[src/rtl/alu_seq_ctrl.sv]
// Multi-cycle sequencer driving the shared 8-bit ALU for shift-by-N, shift-add multiply and compare.
// Optional micro-op counter output OpCount is enabled by defining ALU_SEQ_CYCCNT_EN.
module alu_seq_ctrl #(
   parameter int unsigned WIDTH = 8,
   parameter int unsigned CNT_W = 3
) (
   input  logic             Clk,
   input  logic             Reset,
   input  logic             Start,
   input  logic [1:0]       MacroOp,
   input  logic [WIDTH-1:0] OperandA,
   input  logic [WIDTH-1:0] OperandB,
   output logic             Busy,
   output logic             Done,
   output logic [WIDTH-1:0] Result,
   output logic [WIDTH-1:0] ALU_InputA,
   output logic [WIDTH-1:0] ALU_InputB,
   output logic [2:0]       ALU_OP,
   output logic             ALU_SC_in,
   input  logic [WIDTH-1:0] ALU_Out,
   input  logic             ALU_Zero
`ifdef ALU_SEQ_CYCCNT_EN
   ,
   output logic [4:0]       OpCount
`endif
);

   typedef enum logic [2:0] {
      StIdle,
      StShift,
      StMulAdd,
      StMulShr,
      StMulShl,
      StCmp,
      StDone
   } state_e;

   localparam logic [2:0] OpAdd = 3'b000;
   localparam logic [2:0] OpLsl = 3'b001;
   localparam logic [2:0] OpLsr = 3'b010;
   localparam logic [2:0] OpSeq = 3'b101;

   localparam logic [1:0] MacShl = 2'b00;
   localparam logic [1:0] MacShr = 2'b01;
   localparam logic [1:0] MacMul = 2'b10;
   localparam logic [1:0] MacCmp = 2'b11;

   state_e             state_q, state_d;
   logic [WIDTH-1:0]   reg_a_q, reg_a_d;
   logic [WIDTH-1:0]   reg_b_q, reg_b_d;
   logic [WIDTH-1:0]   acc_q, acc_d;
   logic [CNT_W-1:0]   cnt_q, cnt_d;
   logic [WIDTH-1:0]   result_q, result_d;
   logic [1:0]         op_q, op_d;
   logic               issue;
   logic               accept;

   always_comb begin
      state_d    = state_q;
      reg_a_d    = reg_a_q;
      reg_b_d    = reg_b_q;
      acc_d      = acc_q;
      cnt_d      = cnt_q;
      result_d   = result_q;
      op_d       = op_q;
      issue      = 1'b0;
      accept     = 1'b0;
      ALU_InputA = '0;
      ALU_InputB = '0;
      ALU_OP     = OpAdd;

      unique case (state_q)
         StIdle: begin
            if (Start) begin
               accept  = 1'b1;
               reg_a_d = OperandA;
               reg_b_d = OperandB;
               acc_d   = '0;
               cnt_d   = '0;
               op_d    = MacroOp;
               unique case (MacroOp)
                  MacShl, MacShr: begin
                     cnt_d = OperandB[CNT_W-1:0];
                     if (OperandB[CNT_W-1:0] == '0) begin
                        result_d = OperandA;
                        state_d  = StDone;
                     end else begin
                        state_d = StShift;
                     end
                  end
                  MacMul: begin
                     if (OperandB == '0) begin
                        result_d = '0;
                        state_d  = StDone;
                     end else if (OperandB[0]) begin
                        state_d = StMulAdd;
                     end else begin
                        state_d = StMulShr;
                     end
                  end
                  MacCmp: state_d = StCmp;
                  default: state_d = StIdle;
               endcase
            end
         end

         StShift: begin
            issue      = 1'b1;
            ALU_InputA = reg_a_q;
            ALU_OP     = (op_q == MacShr) ? OpLsr : OpLsl;
            reg_a_d    = ALU_Out;
            cnt_d      = cnt_q - CNT_W'(1);
            // Last shift lands directly in Result so it is valid in the DONE cycle.
            if (cnt_q == CNT_W'(1)) begin
               result_d = ALU_Out;
               state_d  = StDone;
            end
         end

         StMulAdd: begin
            issue      = 1'b1;
            ALU_InputA = acc_q;
            ALU_InputB = reg_a_q;
            ALU_OP     = OpAdd;
            acc_d      = ALU_Out;
            state_d    = StMulShr;
         end

         StMulShr: begin
            issue      = 1'b1;
            ALU_InputA = reg_b_q;
            ALU_OP     = OpLsr;
            reg_b_d    = ALU_Out;
            // No multiplier bits left: the accumulator already holds the product.
            if (ALU_Zero) begin
               result_d = acc_q;
               state_d  = StDone;
            end else begin
               state_d = StMulShl;
            end
         end

         StMulShl: begin
            issue      = 1'b1;
            ALU_InputA = reg_a_q;
            ALU_OP     = OpLsl;
            reg_a_d    = ALU_Out;
            state_d    = reg_b_q[0] ? StMulAdd : StMulShr;
         end

         StCmp: begin
            issue      = 1'b1;
            ALU_InputA = reg_a_q;
            ALU_InputB = reg_b_q;
            ALU_OP     = OpSeq;
            result_d   = ALU_Out;
            state_d    = StDone;
         end

         StDone: state_d = StIdle;

         default: state_d = StIdle;
      endcase
   end

   always_ff @(posedge Clk) begin
      if (Reset) begin
         state_q  <= StIdle;
         reg_a_q  <= '0;
         reg_b_q  <= '0;
         acc_q    <= '0;
         cnt_q    <= '0;
         result_q <= '0;
         op_q     <= '0;
      end else begin
         state_q  <= state_d;
         reg_a_q  <= reg_a_d;
         reg_b_q  <= reg_b_d;
         acc_q    <= acc_d;
         cnt_q    <= cnt_d;
         result_q <= result_d;
         op_q     <= op_d;
      end
   end

`ifdef ALU_SEQ_CYCCNT_EN
   logic [4:0] op_cnt_q;

   always_ff @(posedge Clk) begin
      if (Reset) begin
         op_cnt_q <= '0;
      end else if (accept) begin
         op_cnt_q <= '0;
      end else if (issue) begin
         op_cnt_q <= op_cnt_q + 5'd1;
      end
   end

   assign OpCount = op_cnt_q;
`else
   logic unused_issue;
   assign unused_issue = issue ^ accept;
`endif

   assign Busy      = (state_q != StIdle);
   assign Done      = (state_q == StDone);
   assign Result    = result_q;
   assign ALU_SC_in = 1'b0;

endmodule

[config.mk]
export PLATFORM = sky130hd
export DESIGN_NAME = alu_seq_ctrl
export DESIGN_NICKNAME = d
export VERILOG_FILES = /design/src/rtl/alu_seq_ctrl.sv
export SDC_FILE = /design/constraint.sdc
export NUM_CORES = 1
export LEC_CHECK = 0
export BUFFER_PORTS_ARGS = -buffer_cell sky130_fd_sc_hd__buf_2
export CELL_PAD_IN_SITES_DETAIL_PLACEMENT = 0
export CELL_PAD_IN_SITES_GLOBAL_PLACEMENT = 1
export CORE_AREA = 5 5 85 87
export CTS_CLUSTER_SIZE = 24
export DETAILED_ROUTE_END_ITERATION = 12
export DIE_AREA = 0 0 90 92
export MAX_ROUTING_LAYER = met4
export PLACE_DENSITY_LB_ADDON = 0.05
export SLEW_MARGIN = 10
export SYNTH_ARGS = -nofsm -noshare
export SYNTH_HDL_FRONTEND = slang
export SYNTH_SLANG_ARGS = --single-unit
[constraint.sdc]
create_clock -name Clk -period 3.9 [get_ports Clk]
set_input_delay 0.39 -clock Clk [delete_from_list [all_inputs] [get_ports Clk]]
set_output_delay 0.39 -clock Clk [all_outputs]
set_load 0.01 [all_outputs]
[After elaboration in Yosys (flattened, before gate mapping)]
Cells that the tools add are included.
Operators by class
  add/sub/neg operators: 1
  $mul: 0
  div/mod/pow operators: 0
  magnitude comparators: 0
  equality and inequality tests: 17
  shifts and indexed selects: 0
  mux-type cells: 29
  bitwise gates (word level): 0
  reductions and logical operators: 20
Operators with widths (number)
  8-bit case mux with 2 select lines: 5
  8-bit two-way mux: 8
  8-bit case mux with 4 select lines: 1
  8-bit case mux with 3 select lines: 1
  3-bit two-way mux: 6
  3-bit case mux with 6 select lines: 1
  3-bit case mux with 4 select lines: 1
  2-bit AND reduction: 6
  3-bit == test (second input constant): 3
  3-bit case mux with 3 select lines: 1
  8-bit zero test: 1
  2-bit nonzero test: 4
  7-bit AND reduction: 1
  3-bit by 1-bit == test with 1-bit output (second input constant): 2
  3-bit by 2-bit == test with 1-bit output (second input constant): 2
  3-bit zero test: 2
  2-bit != test (second input constant): 3
  3-bit != test (second input constant): 2
  3-bit case mux with 2 select lines: 1
  2-bit by 1-bit == test with 1-bit output (second input constant): 2
  2-bit == test (second input constant): 2
  2-bit two-way mux: 2
  4-bit nonzero test: 1
  2-bit OR reduction: 2
  6 further kinds: 7
Storage, ports and cells
  register bits: 40
  bits in latches: 0
  memory bits (writable): 0
  bits in read-only memories: 0
  logic and storage cells: 74
  memories: 0

[Logic depth before layout (Yosys ltp)]
Gate-level depths: netlist (run 1).
  depth after elaboration: 5
  depth in mapped cells: 6
  depth with buffers taken out: 6

[Worst setup path after synthesis (run 1)]
Ideal clock, no wire load.
  path kind: register to output
  start: reg state_q[0]
  end: out ALU_InputB[0]
  arrival time: 1.469 ns
  required time: 3.510 ns
  setup slack: 2.041 ns
  stages on the path, launching flop included: 5
  buffers on the path: 1
  cell sequence: dfxtp_1 > buf_2 > clkinv_1 > nor2_1 > a22o_1
Between the ends
  longest elaborated chain between the ends: 2
  elaborated cells on any way between the ends: 3
  those cells by class: eq/ne: 2; mux: 1
Ends and longest elaborated chain
  start, declared: RTL line 48  | state_e state_q, state_d;
  start signal, assigned: RTL line 168  | state_q <= StIdle;
  start signal, assigned: RTL line 176  | state_q <= state_d;
  3-bit == test or 3-bit by 2-bit == test with 1-bit output (tied branches): RTL line 72  | unique case (state_q)
  8-bit case mux with 2 select lines *: RTL line 72
  end, declared: RTL line 17  | output logic [WIDTH-1:0] ALU_InputB,
Mark *: on every way between the ends. The rest lies on a longest branch, timed or not.

[Worst setup path after layout (run 1)]
  start: reg state_q[0]
  end: out ALU_InputB[2]
Same word-level chain as after synthesis.

==> flow_results.org, run 1 <==
** Run status
- The flow ran to the end, and the final reports show no timing, DRC or antenna violations.

** Clocking
- In this run, post-CTS hold repair placed 0 buffers.
- Bufs on Longest Clock Path :: 2
- Once the clock tree was built, the setup fixing pass inserted 0 buffers.
- The H-tree generated during clock tree synthesis spans 2 levels.
- Buffers inserted during clock tree synthesis total 5.
- Clock-pin slew was measured on the worst setup and hold paths at 0.08 ns.
- TritonCTS clock tree :: built
- The tree is rooted in a sky130_fd_sc_hd__clkbuf_8.
- Worst-skew pair later-pin latency :: 0.29 ns
- Number of gates resized after CTS :: 0
- Number of clock sinks :: 40

** Floorplanning
- The die is 92 um tall.
- Initial Utilization :: 0.391
- Cell row count :: 29
- Die Area :: 0.00828 mm2
- Die X :: 90 um
- Pin placement for this block handled 60 I/O pins.
- Core box area :: 0.00628 mm2

** Logic synthesis
- Flops & latches, synth :: 40
- Summing every instance area after synthesis gives 0.00246 mm2.
- Of all cell types, the one taking the most synthesized area is sky130_fd_sc_hd__dfxtp_1.
- Proportion of register bits with asynchronous set or reset after synthesis :: 0
- In this run, distinct cell masters in the synthesized netlist total 40.
- Post-synthesis cell count :: 298
- Area share of the leading cell type in the synthesized netlist :: 0.326
- Syn nets :: 330
- The share of the Yosys chip area taken by registers is 0.326.
- Largest cells by area after synthesis :: sky130_fd_sc_hd__dfxtp_1 (33%), sky130_fd_sc_hd__mux2i_1 (13%), sky130_fd_sc_hd__a211oi_1 (5.2%)
- Mean post-synth cell area :: 8.25 um2
- Dominant register cell in the synthesized netlist :: sky130_fd_sc_hd__dfxtp_1
- Post-synth EDFFs :: 0
- Synth warn :: 0

** Place
- Once detailed placement completed, the half-perimeter wirelength came to 5.34 mm.
- Summing all placed instances gives a cell area of 0.00279 mm2.
- Prior to clock tree synthesis, the placed netlist has a worst setup slack of 1.20 ns.
- In this run the tool buffered the top-level ports with 58 buffer cells.
- In this run, placement finished with an instance count of 415.
- Routability-driven placement finished with a final weighted congestion of 0.849.

** Timing
- Measured against its own limit, the worst slew margin works out to 0.328.
- The number of hold violations in the final report came to 0.
- Setup violators final :: 0
- For this run, the top clock speed supported by timing is 329 MHz.
- Clock skew on the completed layout was measured at 0.00977 ns.
- Setup repair after global routing left no endpoint under its margin.
- Final critical-path setup slack :: 0.861 ns
- Setup TNS after final layout :: 0 ns
- The smallest clock period supported by the final layout is computed as 3.04 ns.
- At the pin with the least slew margin, the transition time is 1.01 ns.
- Final critical-path share of the clock period :: 0.779
- The tightest hold path in the finished design has a slack of 0.380 ns.
- The max-slew violation count came to 0.

** Route
- In this run, the number of DRC markers left after iteration 0 of detailed routing was 120.
- In the routed layout, each cell is associated on average with a via count of 5.45.
- DRC errors left :: 0
- Wire length after detailed routing :: 7.47 mm
- In this run the remaining antenna-violating nets after routing total 0.
- The routed layout has 2306 vias.
- Mean routed wirelength per cell :: 17.6 um
- For this run, the detailed router's first-pass iteration total came to 4.

** Finish
- Final cell count without fillers :: 423
- Commonest non-fill, non-tap cells in the layout :: sky130_fd_sc_hd__buf_2 (58), sky130_fd_sc_hd__dfxtp_1 (40), sky130_fd_sc_hd__mux2i_1 (33), sky130_fd_sc_hd__nor2_1 (26), sky130_fd_sc_hd__nand2_1 (25)
- Compared with the post-synthesis result, the final layout area differs by 17.1%.
- Once layout is done, the placed cells without fillers occupy 0.00288 mm2.
- In the final layout, the share of cells above drive strength 1 is 0.214.
- The repair_antennas step left the layout with diodes totalling 0.
- Most common library cell in the layout ignoring fill and taps :: sky130_fd_sc_hd__buf_2
- In the final design database the tool counted 377 nets.
- Final core area utilization :: 0.458

** GRT
- Across every metal layer, demand over resource in global routing totals 0.185.
- Via count of the first global-routing pass :: 2233
- The first global-routing pass estimated 12.3 mm of wire.
- Initial antenna violation count :: 0
- Entering global routing, the biggest net connects 48 pins.
- After global routing the overflow that remains totals 0.

** Worst setup path
- Of all nets on the critical path, the largest fanout is 24.
- Worst flop-to-flop path endpoint :: Result[6]
- The startpoint identified for the worst register-to-register timing path is state_q[0].
- Arrival time worst endpoint :: 2.65 ns
- The worst setup path is launched from a flip-flop.
- The worst setup path is captured at an output pin.
- For the worst flop-to-flop path, the logic depth is 4.
- Worst R2R Setup Slack :: 1.21 ns
- At the worst endpoint, the required time is 3.51 ns.
- Kind of critical path :: reg2out

** Worst hold path
- Worst min path class :: in2reg
- Hold path startpoint :: ALU_Out[4]
- For hold timing, the worst endpoint is acc_q[4].
- Along the worst hold path, the cell count comes to 3.

** Power and ir drop
- IR analysis of the VDD net gives a maximum drop of 0.252 mV.
- Power comes to 1.82 mW.
- For this design the ratio of total power to cell area is 631 mW/mm2.
- Standby leakage power :: 1.27 nW

** Flow run
- Max-capacitance violation count :: 0
## routing by layer
layer	routed length, um	GRT usage	vias to the layer above
li1	-	-	1168
met1	3640	0.258	1068
met2	3310	0.277	66
met3	464	0.0376	4
met4	51	0.0385	0
met5	0	-	-
## synthesized netlist by cell type (2+ instances only)
master / n
sky130_fd_sc_hd__nand3_1: 11
sky130_fd_sc_hd__mux2i_1: 33
sky130_fd_sc_hd__buf_2: 4
sky130_fd_sc_hd__nand2b_1: 20
sky130_fd_sc_hd__or4b_1: 2
sky130_fd_sc_hd__or3_1: 2
sky130_fd_sc_hd__nor3b_1: 10
sky130_fd_sc_hd__clkbuf_1: 17
sky130_fd_sc_hd__o21bai_1: 10
sky130_fd_sc_hd__nand2_1: 25
sky130_fd_sc_hd__nor3_1: 2
sky130_fd_sc_hd__a22o_1: 8
sky130_fd_sc_hd__nor2_1: 26
sky130_fd_sc_hd__nor2b_1: 5
sky130_fd_sc_hd__ha_1: 2
sky130_fd_sc_hd__a21oi_1: 19
sky130_fd_sc_hd__a211oi_1: 17
sky130_fd_sc_hd__o21ai_0: 13
sky130_fd_sc_hd__nand3b_1: 9
sky130_fd_sc_hd__dfxtp_1: 40
sky130_fd_sc_hd__a31oi_1: 2
sky130_fd_sc_hd__inv_1: 3
## final cells by class
class / instances / area, um2
fillers: 661 / 3400
multi-input cells: 231 / 1550
flip-flops and latches: 40 / 801
repair buffers: 63 / 328
well taps: 77 / 96.3
clock buffers: 8 / 90.1
inverters: 4 / 15.0
## cell families (layout without fill, tap and decap cells)
group / after synthesis / after routing / synth area share
AND/OR/NAND/NOR: 115 / 115 / 0.249
AO/OA/AOI/OAI: 80 / 80 / 0.234
flip-flops: 40 / 40 / 0.326
multiplexers: 33 / 33 / 0.134
buffers and inverters: 27 / 75 / 0.0448
adder cells (fa/ha/maj): 2 / 2 / 0.0102
other: 1 / 1 / 0.00153
## power breakdown
group	switching (mW)	total, mW	leakage (nW)	internal, mW
Combinational	0.488	0.862	0.898	0.374
Sequential	0.147	0.672	0.328	0.525
Clock	0.137	0.282	0.0455	0.144
## sequential cells by signal (all words and copies together) (netlist names)
name and cells:
Result 8, acc_q 8, reg_a_q 8, reg_b_q 8
cnt_q 3, state_q 3, op_q 2
## critical path: stages (launching register included)
cell and delay (ns):
sky130_fd_sc_hd__dfxtp_1 0.99, sky130_fd_sc_hd__clkinv_1 0.16, sky130_fd_sc_hd__buf_4 0.21, sky130_fd_sc_hd__nor2_1 0.63
sky130_fd_sc_hd__a22o_1 0.23, sky130_fd_sc_hd__buf_2 0.13
## worst max-delay path by stage
stage,startpoint,endpoint,slack (ns)
floorplan,state_q[0],ALU_InputB[0],2.04
global placement,state_q[0],ALU_InputB[7],1.27
detailed placement,state_q[0],ALU_InputB[2],1.20
CTS,state_q[0],ALU_InputB[2],0.88
global route,state_q[0],ALU_InputB[2],0.60
finish,state_q[0],ALU_InputB[2],0.86
No activity file was read; power rests on OpenSTA's default activity.
==> run 2: changes to the inputs <==
--- a/config.mk
+++ b/config.mk
@@ -8,10 +8,10 @@
 export BUFFER_PORTS_ARGS = -buffer_cell sky130_fd_sc_hd__buf_2
 export CELL_PAD_IN_SITES_DETAIL_PLACEMENT = 0
 export CELL_PAD_IN_SITES_GLOBAL_PLACEMENT = 1
-export CORE_AREA = 5 5 85 87
+export CORE_AREA = 5 5 90 92
 export CTS_CLUSTER_SIZE = 24
 export DETAILED_ROUTE_END_ITERATION = 12
-export DIE_AREA = 0 0 90 92
+export DIE_AREA = 0 0 95 97
 export MAX_ROUTING_LAYER = met4
 export PLACE_DENSITY_LB_ADDON = 0.05
 export SLEW_MARGIN = 10
==> constraint.sdc (replaced) <==
create_clock -name Clk -period 2.5 [get_ports Clk]
set_input_delay 0.25 -clock Clk [delete_from_list [all_inputs] [get_ports Clk]]
set_output_delay 0.25 -clock Clk [all_outputs]
set_load 0.01 [all_outputs]
==> run 2 against run 1 <==
Net effect:
- flip-flop and latch count unchanged
- clock-buffer cell count fell by 3
- hold slack got worse by 0.16 ns
- largest cell class unchanged
- largest power group unchanged
==> flow_results.org, run 2 (same netlist as run 1, synthesis figures left out) <==
** GRT
- Global-route congestion overflow total :: 0
- Entering global routing, the biggest net connects 39 pins.
- The first global-routing pass estimated 12.9 mm of wire.
- The number of global-route vias before repair was 2335.
- The number of antenna violations at the first check in global routing came to 0.
- Overall routing resource usage :: 0.185

** Power and ir drop
- VDD sags by at most 0.346 mV.
- Proportion of power drawn by combinational gates :: 0.488
- The analysis attributes to net switching a power of 1.28 mW.
- Internal power comes to 1.75 mW.
- The share of total power dissipated in sequential elements is 0.326.
- Standby leakage power :: 1.32 nW
- Power spread over the standard cell area amounts to 1010 mW/mm2.
- The share of total power dissipated in the clock network is 0.186.
- Switching fraction of total power :: 0.423

** Route
- DRC errors left :: 0
- In the routed layout, each cell is associated on average with a via count of 5.19.
- Count of vias placed by the detailed router :: 2350
- After detailed routing, the average wire length per cell comes to 17.7 um.
- Drt pass-1 iters :: 4
- The count of nets left with antenna violations once routing finished came out at 0.
- Wire length after detailed routing :: 8.01 mm
- For this block, the initial DRC count from the detailed router was 91.

** Timing
- The number of hold violations in the final report came to 0.
- Top achievable clock speed :: 449 MHz
- Setup repair after global routing left no endpoint under its margin.
- Slew at the pin with the worst max-slew slack :: 0.658 ns
- Setup violators final :: 0
- Setup TNS after final layout :: 0 ns
- Normalized max-slew margin :: 0.562
- Final critical-path share of the clock period :: 0.892
- Final period demand of the worst path :: 2.23 ns
- Fin. max-slew vios :: 0
- Setup Skew :: 0.00682 ns

** Flow run
- Max-capacitance violation count :: 0

** Clocking
- For this design, the sink count on the clock tree is 40.
- The clock passes through at most 2 buffers.
- CTS clk-pin slew, worst paths :: 0.09 ns
- Number of buffers created by CTS :: 5
- Post-CTS Setup Repair Bufs :: 0
- At the later pin of the worst-skew pair, clock insertion delay measures 0.30 ns.
- Deepest level of the CTS H-tree :: 2
- TritonCTS built the clock tree.
- The cell sitting at the root of the clock tree is a sky130_fd_sc_hd__clkbuf_8.

** Finish
- Ratio of cells with drive above 1 in the final layout :: 0.240
- The repair_antennas step left the layout with diodes totalling 0.
- Relative to the synthesized area, the layout overhead comes to 21.7%.
- The library cell used most frequently in the layout, excluding fill and tap cells, is sky130_fd_sc_hd__buf_2.
- Final net count :: 385
- Commonest non-fill, non-tap cells in the layout :: sky130_fd_sc_hd__buf_2 (58), sky130_fd_sc_hd__dfxtp_1 (40), sky130_fd_sc_hd__mux2i_1 (33), sky130_fd_sc_hd__nor2_1 (25), sky130_fd_sc_hd__nand2_1 (25)
- Area of all placed cells without fillers :: 0.00299 mm2

** Floorplanning
- Die Area :: 0.00922 mm2
- Cell row count :: 31
- Core box area :: 0.00714 mm2
- Die Span Y :: 97 um
- Initial Utilization :: 0.344
- The floorplan step set the die width to 95 um.
- 60 I/O pins were placed.

** Place
- Sum of net half-perimeters after detailed placement :: 5.89 mm
- In this run the cell area measured after placement is 0.00287 mm2.
- Gp weighted congestion :: 0.817
- Count of port buffers added during placement :: 58

** Run status
- Result of the run :: complete, no violations

** Worst setup path
- Maximum fanout count along the critical path :: 16
- Startpoint types :: flip-flop
- STA puts the critical path data arrival time at 1.98 ns.
- The worst setup path is captured at an output pin.
- The worst setup path is of the reg2out kind.
- Data on the critical path is required at its endpoint by 2.25 ns.

** Worst hold path
- The min-delay analysis places its worst path in the category in2reg.
-- run 2: final timing paths --
path              startpoint            end  slack, ns  cells after the start
setup / recovery  state_q[0]  ALU_InputB[2]       0.27                      6
hold / removal    ALU_Out[5]       acc_q[5]       0.22                      3
setup reg to reg  state_q[0]     reg_a_q[7]       0.46                      4
hold reg to reg    Result[4]      Result[4]       0.48                      2
-- run 2: final cells by class --
cell class / count / area [um2]
Clock buffer: 5 / 68.8
Fill cell: 776 / 4150
Sequential cell: 40 / 801
Timing Repair Buffer: 71 / 388
Clock inverter: 3 / 46.3
Inverter: 4 / 15.0
Tap cell: 99 / 124
Multi-Input combinational cell: 231 / 1550
-- run 2: per-stage QoR --
stage                util  setup WS (ns)  std cells  total power [mW]  hold slack [ns]
floorplan               -          0.781        298              1.97            0.386
global placement    0.403          0.445        445              2.48            0.459
detailed placement  0.403          0.447        445              2.49            0.467
CTS                 0.419          0.107        453              3.06            0.205
global route        0.419          0.143        453              3.26            0.238
finish              0.419          0.271        453              3.03            0.222
-- run 2: power groups by stage --
stage	combinational, mW	clock (mW)	sequential, mW
floorplan	1.03	0	0.940
global placement	1.48	0	0.997
detailed placement	1.49	0	0.999
CTS	1.49	0.580	0.986
global route	1.64	0.600	1.02
finish	1.48	0.563	0.988
-- run 2: repair_timing --
| item | 4_1_cts | 5_1_grt |
|---|---|---|
| endpoints found under the setup margin | 0 | 8 |
| hold buffers | 0 | 0 |
| gates resized for setup | 0 | 1 |
-- run 2: layer usage --
layer  vias to the layer above  share of wire  track usage
li1                       1184              -            -
met1                      1098           0.51        0.263
met2                        55           0.44        0.274
met3                        13          0.035       0.0225
met4                         0          0.014       0.0488
met5                         -              0            -
-- run 2: worst max-delay path, stage by stage, from the launching register on --
cell and delay [ns]:
sky130_fd_sc_hd__dfxtp_1 0.60, sky130_fd_sc_hd__buf_4 0.25, sky130_fd_sc_hd__nor2_1 0.07, sky130_fd_sc_hd__and2_0 0.15
sky130_fd_sc_hd__buf_4 0.19, sky130_fd_sc_hd__a22o_1 0.27, sky130_fd_sc_hd__buf_2 0.14
==> run 3: changes to the inputs <==
--- a/config.mk
+++ b/config.mk
@@ -5,10 +5,11 @@
 export SDC_FILE = /design/constraint.sdc
 export NUM_CORES = 1
 export LEC_CHECK = 0
-export BUFFER_PORTS_ARGS = -buffer_cell sky130_fd_sc_hd__buf_2
+export BUFFER_PORTS_ARGS = -buffer_cell sky130_fd_sc_hd__buf_4
 export CELL_PAD_IN_SITES_DETAIL_PLACEMENT = 0
 export CELL_PAD_IN_SITES_GLOBAL_PLACEMENT = 1
 export CORE_AREA = 5 5 90 92
+export CTS_BUF_LIST = sky130_fd_sc_hd__clkbuf_4 sky130_fd_sc_hd__clkbuf_8 sky130_fd_sc_hd__clkbuf_16
 export CTS_CLUSTER_SIZE = 24
 export DETAILED_ROUTE_END_ITERATION = 12
 export DIE_AREA = 0 0 95 97
@@ -18,3 +19,4 @@
 export SYNTH_ARGS = -nofsm -noshare
 export SYNTH_HDL_FRONTEND = slang
 export SYNTH_SLANG_ARGS = --single-unit
+export TNS_END_PERCENT = 50
==> run 3 against run 2 <==
Net effect:
- sequential share of layout area decreased by 1.2 points
- clock skew shrank 0.00091 ns
- die area unchanged
- hold slack improved by 0.0070 ns
- non-clock buffer count up 3
- global-route usage is 0.30 points lower
- core utilization grew 2.0 points
==> flow_results.org, run 3 (same netlist as run 1, synthesis figures left out) <==
** Power and ir drop
- The analysis attributes to cell leakage a power of 1.36 nW.
- Peak supply drop :: 0.375 mV
- Total power divided by cell area :: 965 mW/mm2

** Route
- Dividing the detail-routed via count by the number of cells gives 5.14.
- DRT antenna net count :: 0
- Wire length after detailed routing :: 8.04 mm
- Iteration-0 DRC count of the detailed router :: 122
- Drt pass-1 iters :: 4
- Dividing the detail-routed wire length by the instance count gives 17.6 um.
- DRC errors left :: 0
- Count of vias placed by the detailed router :: 2345

** Clocking
- TritonCTS clock tree :: built
- After clock tree synthesis, the clock-pin slew on the worst setup and hold paths is 0.08 ns.
- Hold-fix buffer count after cts :: 0
- Number of buffers created by CTS :: 5
- Number of clock sinks :: 40
- The longest clock path from root to sink contains 2 buffers.
- Post-CTS Setup Repair Bufs :: 0
- Worst-skew pair later-pin latency :: 0.29 ns
- The H-tree generated during clock tree synthesis spans 2 levels.
- In this run the clock root is driven by a sky130_fd_sc_hd__clkbuf_8.
- The number of gates resized after CTS was 0.

** Timing
- For this run, the top clock speed supported by timing is 441 MHz.
- For the finished layout, the period the worst path requires is 2.27 ns.
- RSZ-0062 raised after global routing :: no
- The number of hold violations in the final report came to 0.
- Setup TNS after final layout :: 0 ns
- In this run the tightest slew margin relative to its limit is 0.498.
- Fin. max-slew vios :: 0
- Setup Skew :: 0.00591 ns
- For the pin with the worst max-slew slack, the measured transition is 0.750 ns.
- Setup violations remaining at the end of the flow were counted as 0.
- Dividing the final minimum period by the clock period gives 0.906.

** Worst setup path
- Worst flop-to-flop path endpoint :: cnt_q[0]
- R2r worst-path depth :: 3
- Startpoint types :: flip-flop
- Of all nets on the critical path, the largest fanout is 13.
- The startpoint identified for the worst register-to-register timing path is state_q[2].
- Worst R2R Setup Slack :: 0.48 ns
- The setup path with the least slack is of type reg2out.
- Data required, critical path :: 2.25 ns
- STA classifies the critical path endpoint as an output pin.
- Arrival time worst endpoint :: 2.02 ns

** GRT
- Overall routing resource usage :: 0.182
- The number of global-route vias before repair was 2260.
- Entering global routing, the biggest net connects 48 pins.
- Global-route congestion overflow total :: 0
- The first global-routing pass estimated 12.7 mm of wire.
- The number of antenna violations at the first check in global routing came to 0.

** Finish
- Ratio of cells with drive above 1 in the final layout :: 0.244
- The repair_antennas step left the layout with diodes totalling 0.
- Commonest non-fill, non-tap cells in the layout :: sky130_fd_sc_hd__buf_4 (74), sky130_fd_sc_hd__dfxtp_1 (40), sky130_fd_sc_hd__mux2i_1 (33), sky130_fd_sc_hd__nor2_1 (26), sky130_fd_sc_hd__nand2_1 (25)
- The count of cells in the finished layout, fillers not included, comes to 456.
- Area growth from synthesis to layout :: 27.5%
- For this run, the post-layout net count is 388.
- Most common library cell in the layout ignoring fill and taps :: sky130_fd_sc_hd__buf_4

** Worst hold path
- Worst min path class :: in2reg
- For hold timing, the worst endpoint is acc_q[3].
- The worst hold path passes through 3 cells.
- The startpoint identified for the worst hold timing path is ALU_Out[3].

** Floorplanning
- 60 I/O pins were placed.
- Core box area :: 0.00714 mm2
- Cell row count :: 31
- Initial Utilization :: 0.344
- In this run the horizontal extent of the chip is 95 um.
- The floorplan step set the die height to 97 um.
- The floorplan step defined a die boundary enclosing 0.00922 mm2.

** Flow run
- Across the run, the number of max-cap violations was 0.

** Place
- Input and output buffers added on the ports amount to 58.
- At the end of routability-driven placement, the weighted congestion stood at 0.896.
- Summed over all nets, the half-perimeter wirelength after detailed placement is 5.97 mm.
- Counting tap cells, the placed design contains a total of 448 instances.

** Run status
- Result of the run :: complete, no violations
==> run 3: area by class of cell <==
| cell class | instances | area [um2] |
|---|---|---|
| multi-input combinational | 231 | 1550 |
| fill | 782 | 4000 |
| tap | 99 | 124 |
| sequential | 40 | 801 |
| inverter | 4 | 15.0 |
| timing repair buffer | 74 | 556 |
| clock inverter | 2 | 10.0 |
| clock buffer | 6 | 82.6 |
==> run 3: critical path: stages (launching register included) <==
cell and delay [ns]:
sky130_fd_sc_hd__dfxtp_1 0.57, sky130_fd_sc_hd__clkinv_1 0.15, sky130_fd_sc_hd__nor2_1 0.61, sky130_fd_sc_hd__a22o_1 0.26, sky130_fd_sc_hd__buf_4 0.13
==> run 3: power by group <==
group          switching [mW]  total, mW  internal, mW
Clock                   0.238      0.459         0.221
Combinational           0.847       1.57         0.720
Sequential              0.181      0.999         0.818
==> run 3: worst max-delay path by stage <==
stage	from	endpoint	slack, ns	depth (start not counted)
global route	state_q[0]	ALU_InputB[2]	0.04	4
global placement	state_q[2]	cnt_q[0]	0.49	3
CTS	state_q[0]	ALU_InputB[2]	0.21	4
finish	state_q[0]	ALU_InputB[2]	0.23	4
floorplan	state_q[0]	ALU_InputB[0]	0.78	4
detailed placement	state_q[2]	cnt_q[0]	0.51	3
==> run 3: per-layer routing <==
metal / wire length (um) / vias to the layer above / global-route usage / part of all wire
li1: - / 1180 / - / -
met1: 4100 / 1090 / 0.261 / 0.51
met2: 3450 / 65 / 0.259 / 0.43
met3: 353 / 10 / 0.0326 / 0.044
met4: 140 / 0 / 0.0488 / 0.017
met5: 0 / - / - / 0
==> run 3: metrics by stage <==
stage	power (mW)	instance area, um2	hold slack [ns]	worst slack [ns]	util
final	3.02	3130	0.229	0.234	0.439
after global routing	3.27	3130	0.233	0.0410	0.439
after detailed placement	2.59	3040	0.473	0.508	0.426
after floorplan	1.97	2460	0.386	0.781	-
after global placement	2.58	3040	0.464	0.486	0.426
after CTS	3.06	3130	0.225	0.211	0.439
